==> src/rtl/prog3_pkg.sv <==
// rtl/prog3_pkg.sv - shared state encoding and default layout constants for the program-3 multiply sequencer
package prog3_pkg;
   typedef enum logic [2:0] {IDLE, LDA, LDB, MUL, ST, DONE} state_t;

   localparam int NPAIRS   = 16;
   localparam int IN_BASE  = 0;
   localparam int OUT_BASE = 64;

   // Byte k of a 32-bit result, MSB first.
   function automatic logic [7:0] res_byte(input logic [31:0] r, input logic [1:0] k);
      return 8'(r >> (5'd24 - {k, 3'b000}));
   endfunction
endpackage

==> src/rtl/booth_step16.sv <==
// rtl/booth_step16.sv - one radix-2 Booth step on a 33-bit partial-product register
module booth_step16 (
   input  logic [32:0] p_in,
   input  logic [15:0] a,
   output logic [32:0] p_out
);
   logic [16:0] acc;
   logic [16:0] addend;
   logic [16:0] sum;

   // 17-bit accumulate so that subtracting -32768 cannot overflow.
   always_comb begin
      acc    = {p_in[32], p_in[32:17]};
      addend = '0;
      case (p_in[1:0])
         2'b01:   addend = {a[15], a};
         2'b10:   addend = -{a[15], a};
         default: addend = '0;
      endcase
      sum   = acc + addend;
      p_out = {sum, p_in[16:1]};
   end
endmodule

==> src/rtl/prog3_mul_sequencer.sv <==
// rtl/prog3_mul_sequencer.sv - sequencer that multiplies signed 16-bit operand pairs from byte memory and writes 32-bit products back
module prog3_mul_sequencer #(
   parameter int NPAIRS   = prog3_pkg::NPAIRS,
   parameter int IN_BASE  = prog3_pkg::IN_BASE,
   parameter int OUT_BASE = prog3_pkg::OUT_BASE,
   parameter int AW       = 8
) (
   input  logic          clk,
   input  logic          reset,
   input  logic          start,
   output logic [AW-1:0] mem_addr,
   input  logic [7:0]    mem_rdata,
   output logic [7:0]    mem_wdata,
   output logic          mem_we,
   output logic          busy,
   output logic          done
);
   import prog3_pkg::*;

   localparam int JW = (NPAIRS > 1) ? $clog2(NPAIRS) : 1;

   state_t        state, state_nx;
   logic [JW-1:0] pair;
   logic [1:0]    cnt;
   logic [3:0]    step;
   logic [15:0]   a, b, b_in;
   logic [32:0]   p, p_nx;
   logic          last_pair;

   booth_step16 u_booth (.p_in(p), .a(a), .p_out(p_nx));

   assign last_pair = (pair == JW'(NPAIRS - 1));
   assign b_in      = (cnt == 2'd0) ? {mem_rdata, b[7:0]} : {b[15:8], mem_rdata};

   always_ff @(posedge clk or negedge reset) begin
      if (!reset) state <= IDLE;
      else        state <= state_nx;
   end

   always_comb begin
      state_nx = state;
      case (state)
         IDLE:    if (start) state_nx = LDA;
         LDA:     if (cnt == 2'd1) state_nx = LDB;
         LDB:     if (cnt == 2'd1) state_nx = MUL;
         MUL:     if (step == 4'd15) state_nx = ST;
         ST:      if (cnt == 2'd3) state_nx = last_pair ? DONE : LDA;
         DONE:    if (!start) state_nx = IDLE;
         default: state_nx = IDLE;
      endcase
   end

   always_ff @(posedge clk or negedge reset) begin
      if (!reset) begin
         pair <= '0; cnt <= '0; step <= '0;
         a <= '0; b <= '0; p <= '0;
         mem_addr <= '0; mem_wdata <= '0; mem_we <= 1'b0;
         busy <= 1'b0; done <= 1'b0;
      end else begin
         case (state)
            IDLE: if (start) begin
               busy     <= 1'b1;
               pair     <= '0;
               cnt      <= '0;
               mem_addr <= AW'(IN_BASE);
            end
            LDA: begin
               if (cnt == 2'd0) a[15:8] <= mem_rdata;
               else             a[7:0]  <= mem_rdata;
               cnt      <= (cnt == 2'd0) ? 2'd1 : 2'd0;
               mem_addr <= mem_addr + 1'b1;
            end
            LDB: begin
               b        <= b_in;
               cnt      <= (cnt == 2'd0) ? 2'd1 : 2'd0;
               mem_addr <= mem_addr + 1'b1;
               if (cnt == 2'd1) begin
                  p    <= {16'b0, b_in, 1'b0};
                  step <= '0;
               end
            end
            MUL: begin
               p    <= p_nx;
               step <= step + 1'b1;
               // Present byte 0 of the finished product together with the first write address.
               if (step == 4'd15) begin
                  mem_addr  <= AW'(OUT_BASE) + AW'({pair, 2'b00});
                  mem_wdata <= p_nx[32:25];
                  mem_we    <= 1'b1;
                  cnt       <= '0;
               end
            end
            ST: begin
               if (cnt == 2'd3) begin
                  mem_we    <= 1'b0;
                  mem_wdata <= '0;
                  cnt       <= '0;
                  if (last_pair) begin
                     busy     <= 1'b0;
                     done     <= 1'b1;
                     mem_addr <= '0;
                  end else begin
                     pair     <= JW'(pair + 1'b1);
                     mem_addr <= AW'(IN_BASE) + AW'({JW'(pair + 1'b1), 2'b00});
                  end
               end else begin
                  cnt       <= cnt + 1'b1;
                  mem_addr  <= mem_addr + 1'b1;
                  mem_wdata <= res_byte(p[32:1], cnt + 1'b1);
               end
            end
            DONE: if (!start) done <= 1'b0;
            default: ;
         endcase
      end
   end
endmodule

==> config.mk <==
export PLATFORM = sky130hd
export DESIGN_NAME = prog3_mul_sequencer
export DESIGN_NICKNAME = d
export VERILOG_FILES = /design/src/rtl/prog3_pkg.sv /design/src/rtl/booth_step16.sv /design/src/rtl/prog3_mul_sequencer.sv
export SDC_FILE = /design/constraint.sdc
export NUM_CORES = 1
export LEC_CHECK = 0
export CAP_MARGIN = 20
export CORE_MARGIN = 1
export CORE_UTILIZATION = 50
export CTS_CLUSTER_SIZE = 40
export DETAILED_ROUTE_END_ITERATION = 6
export PLACE_DENSITY = 0.68
export SLEW_MARGIN = 20
export SYNTH_ARGS = -nofsm -noshare
export SYNTH_HDL_FRONTEND = slang
export SYNTH_SLANG_ARGS = --single-unit
export TNS_END_PERCENT = 30
==> constraint.sdc <==
create_clock -name clk -period 5.8 [get_ports clk]
set_input_delay 0.87 -clock clk [delete_from_list [all_inputs] [get_ports clk]]
set_output_delay 0.87 -clock clk [all_outputs]
set_load 0.01 [all_outputs]
==> summary by stage <==
Status
The run finished with clean final reports.

Clock network
The total clock buffers created by CTS is 9. The number of levels in the clock H-tree is 3. The CTS tree is done.

The buffers inserted during post-CTS setup optimization is 0. The worst-skew pair later-pin latency is 0.35 ns. The clock transition time at the flip-flop clock pins of the worst setup and hold paths is 0.06 ns. In this run, post-CTS repair resized a total of 0 instances. The post-cts hold buffer count is 0. The clock passes through at most 2 buffers. The tree is rooted in a sky130_fd_sc_hd__clkbuf_16. CTS saw 97 sinks.

Routing
The via-per-instance ratio is 6.18. In the final routed layout, each cell accounts on average for 18.8 µm. The overall via count from detail_route is 4805. Once detail routing completed, the nets flagged for antenna violations numbered 0. Summed over all layers, the routed wires come to 14.6 mm. The number of design rule violations left after detail routing is 0. After the first detailed-routing iteration, the DRC count stood at 326. For this run, the detailed router's first-pass iteration total came to 4.

Timing
The post-route fraction of the period consumed by the critical path is 73.7%. The transition time of the tightest slew-check pin is 1.05 ns. The setup slack of the critical path after layout is 1.52 ns. For the final routed database, the setup TNS stands at 0 ns. The count of endpoints failing hold in the final timing report is 0. Hold is met by 0.484 ns. Setup repair after global routing left no endpoint under its margin. The worst pin sits at a relative slew slack of 29.4%. The count of pins over their slew limit is 0. The highest achievable clock rate is 0.234 GHz. The clock arrives with 0.00433 ns of skew. The final critical delay including setup and external delays is 4.28 ns. The setup-violating endpoint count in the final report is 0.

Global routing
The number of global-route vias before repair was 4538. Global routing finished with a remaining overflow of 0. The global-route usage over all layers is 25.2%. The number of antenna violations at the first check in global routing is 0.

The largest net degree at the start of global routing is 61. The first-pass GRT wire length is 24.2 mm.

Finish
After filler insertion, the fill cell instance count of the layout stands at 983. After the last flow step, the layout net total stands at 669. Cells fill 57.4% of the core in the end. Of the cells placed in the final design, the portion with a size suffix greater than 1 is 11.5%. The final antenna diode count is 0.

The layout-stage area growth over the synthesis result is 11.4%.

Floorplan
In this run the count of I/O pins placed on the die edge is 30. The die height is 111 µm. The area of the die is 12300 µm². After floorplanning, the core was divided into 39 placement rows. The total area inside the core boundary comes to 11500 µm².

The die width is 111 µm. Once the floorplan was initialized, standard cells occupied 51.6% of the core.

Synthesis
The post-synthesis net count is 659. Dividing the synthesized area by the synthesized cell count gives 9.51 µm². The post-synthesis register bit count is 97. The most used flip-flop cell after synthesis is sky130_fd_sc_hd__dfrtp_1. The synthesis warning total is 0. In the post-synthesis netlist, the biggest area contributors are sky130_fd_sc_hd__dfrtp_1 41%, sky130_fd_sc_hd__ha_1 5.3%, sky130_fd_sc_hd__o21ai_0 4.6%. Summing every instance area after synthesis gives 5910 µm². In the synthesized netlist the async set-or-reset flop fraction comes to 100%.

In this run, distinct cell masters in the synthesized netlist total 69. Synthesis produced a netlist whose cell count is 622. The synthesized design contains 0 enable-type register cells. The share of the Yosys chip area taken by registers is 41.0%. The synthesized design spends more area on one cell type than any other, namely sky130_fd_sc_hd__dfrtp_1. The share of the synthesized area in the top cell type is 41.0%.

Critical path
The worst setup path is launched from a flop. Data on the critical path is required at its endpoint by 6.07 ns. The data arrival time of the worst path is 4.54 ns. The top fanout value on the critical path is 6. The type of destination of the critical path is a flop. The kind of critical path is flop to flop.

Placement
The final weighted congestion in routability-driven placement is 0.876. The number of port buffers is 29. At the placement stage, the worst setup path has a slack of 1.54 ns. The wire-length estimate of the detail-placed layout is 10.6 mm.

Min path
In this run the worst hold path is classified as input pin to asynchronous set/reset pin.

Pwr
In this run the static leakage power is 0.00277 µW. The maximum VDD drop is 0.346 mV. For this design the ratio of total power to cell area is 592 nW/µm².

Flow run
Across the run, the number of max-cap violations was 0.
==> worst max-delay path: stages, from the launching register on <==
cell	delay, ns
sky130_fd_sc_hd__dfrtp_1	0.42
sky130_fd_sc_hd__or3_1	0.39
sky130_fd_sc_hd__or3_2	0.47
sky130_fd_sc_hd__or3_1	0.34
sky130_fd_sc_hd__xor2_1	0.15
sky130_fd_sc_hd__a22oi_1	0.14
sky130_fd_sc_hd__nor2_1	0.06
sky130_fd_sc_hd__ha_1	0.39
sky130_fd_sc_hd__nand3_1	0.18
sky130_fd_sc_hd__nor4_1	0.33
sky130_fd_sc_hd__o21ai_0	0.20
sky130_fd_sc_hd__a21o_1	0.22
sky130_fd_sc_hd__a211oi_1	0.40
sky130_fd_sc_hd__mux2_2	0.38
sky130_fd_sc_hd__o21ai_0	0.14
==> kinds of logic after synthesis <==
group | synth area share, %
buf+inv | 3.66
flops | 41.0
simple gates | 15.4
compound gates | 21.4
mux | 8.95
xor+xnor | 3.96
fa+ha+maj | 5.63
==> layout by cell type, fill, tap and decap left out, types with 4 or more instances in the layout <==
| cell | instances |
|---|---|
| sky130_fd_sc_hd__a21oi_1 | 43 |
| sky130_fd_sc_hd__a21o_1 | 7 |
| sky130_fd_sc_hd__nand2b_1 | 7 |
| sky130_fd_sc_hd__and2_1 | 4 |
| sky130_fd_sc_hd__mux4_2 | 8 |
| sky130_fd_sc_hd__clkbuf_16 | 9 |
| sky130_fd_sc_hd__nor3_1 | 12 |
| sky130_fd_sc_hd__nor2_1 | 59 |
| sky130_fd_sc_hd__a211oi_1 | 5 |
| sky130_fd_sc_hd__buf_4 | 6 |
| sky130_fd_sc_hd__nand3_1 | 22 |
| sky130_fd_sc_hd__clkdlybuf4s50_1 | 28 |
| sky130_fd_sc_hd__nor2b_1 | 4 |
| sky130_fd_sc_hd__o21ai_0 | 54 |
| sky130_fd_sc_hd__ha_1 | 24 |
| sky130_fd_sc_hd__a22oi_1 | 10 |
| sky130_fd_sc_hd__a31oi_1 | 8 |
| sky130_fd_sc_hd__a32oi_1 | 6 |
| sky130_fd_sc_hd__a22o_1 | 6 |
| sky130_fd_sc_hd__inv_1 | 22 |
| sky130_fd_sc_hd__xor2_1 | 13 |
| sky130_fd_sc_hd__mux2_2 | 15 |
| sky130_fd_sc_hd__nand2_1 | 54 |
| sky130_fd_sc_hd__mux2i_1 | 18 |
| sky130_fd_sc_hd__o221a_2 | 14 |
| sky130_fd_sc_hd__dfrtp_1 | 97 |
| sky130_fd_sc_hd__xnor2_1 | 11 |
==> through the flow <==
step | std cells | power, µW | area [µm²]
floorplan | 622 | 2710 | 5910
global placement | 764 | 3220 | 6290
detailed placement | 764 | 3280 | 6290
CTS | 778 | 3890 | 6580
global route | 778 | 4200 | 6590
finish | 778 | 3900 | 6590
==> routing by layer <==
metal	GRT usage (%)	routed length (µm)
met5	0	0
met1	36.8	7080
met4	8.53	223
met2	38.4	6660
met3	3.88	647
==> path summary, 6_finish.rpt <==
kind,from,endpoint,slack [ns],depth (start not counted)
setup / recovery,a[2],p[31],1.52,14
hold / removal,reset,p[20],0.48,1
setup reg to reg,a[2],p[31],1.52,14
hold reg to reg,mem_we,mem_we,0.50,1
max in group asynchronous,reset,p[0],4.16,2
min in group clk,mem_we,mem_we,0.50,1
==> cell usage after synthesis, types with 4 or more instances <==
cell type / n
sky130_fd_sc_hd__dfrtp_1: 97
sky130_fd_sc_hd__xnor2_1: 11
sky130_fd_sc_hd__a21o_1: 7
sky130_fd_sc_hd__nor3_1: 12
sky130_fd_sc_hd__a211oi_1: 5
sky130_fd_sc_hd__a31oi_1: 8
sky130_fd_sc_hd__nand2b_1: 7
sky130_fd_sc_hd__a22oi_1: 10
sky130_fd_sc_hd__mux2i_1: 18
sky130_fd_sc_hd__a22o_1: 6
sky130_fd_sc_hd__nor2_1: 59
sky130_fd_sc_hd__o221a_2: 14
sky130_fd_sc_hd__o21ai_0: 54
sky130_fd_sc_hd__nand3_1: 22
sky130_fd_sc_hd__mux4_2: 8
sky130_fd_sc_hd__xor2_1: 13
sky130_fd_sc_hd__a21oi_1: 43
sky130_fd_sc_hd__nand2_1: 54
sky130_fd_sc_hd__clkbuf_1: 30
sky130_fd_sc_hd__mux2_2: 15
sky130_fd_sc_hd__and2_1: 4
sky130_fd_sc_hd__a32oi_1: 6
sky130_fd_sc_hd__nor2b_1: 4
sky130_fd_sc_hd__inv_1: 22
sky130_fd_sc_hd__ha_1: 25
==> flip-flops by register name, indices dropped and copies added, names as in the netlist <==
register   count
p             33
a             16
b             16
mem_addr       8
mem_wdata      8
pair           4
step           4
state          3
cnt            2
busy           1
done           1
mem_we         1
==> final cells by class <==
class / count / area, µm² / area share, %
multi-input combinational: 468 / 3290 / 49.9
sequential: 97 / 2430 / 36.9
timing repair buffer: 34 / 325 / 4.94
clock buffer: 12 / 246 / 3.74
tap: 143 / 179 / 2.72
inverter: 22 / 82.6 / 1.25
clock inverter: 2 / 38.8 / 0.589
==> report_power, final <==
part           total [µW]  switching [µW]  leakage (µW)  internal, µW
clock                 591             247      0.000139           343
combinational        2040            1130       0.00147           912
sequential           1270             322       0.00116           948
total                3900            1700       0.00277          2200
Note: power is estimated with default switching activity, not from simulation.
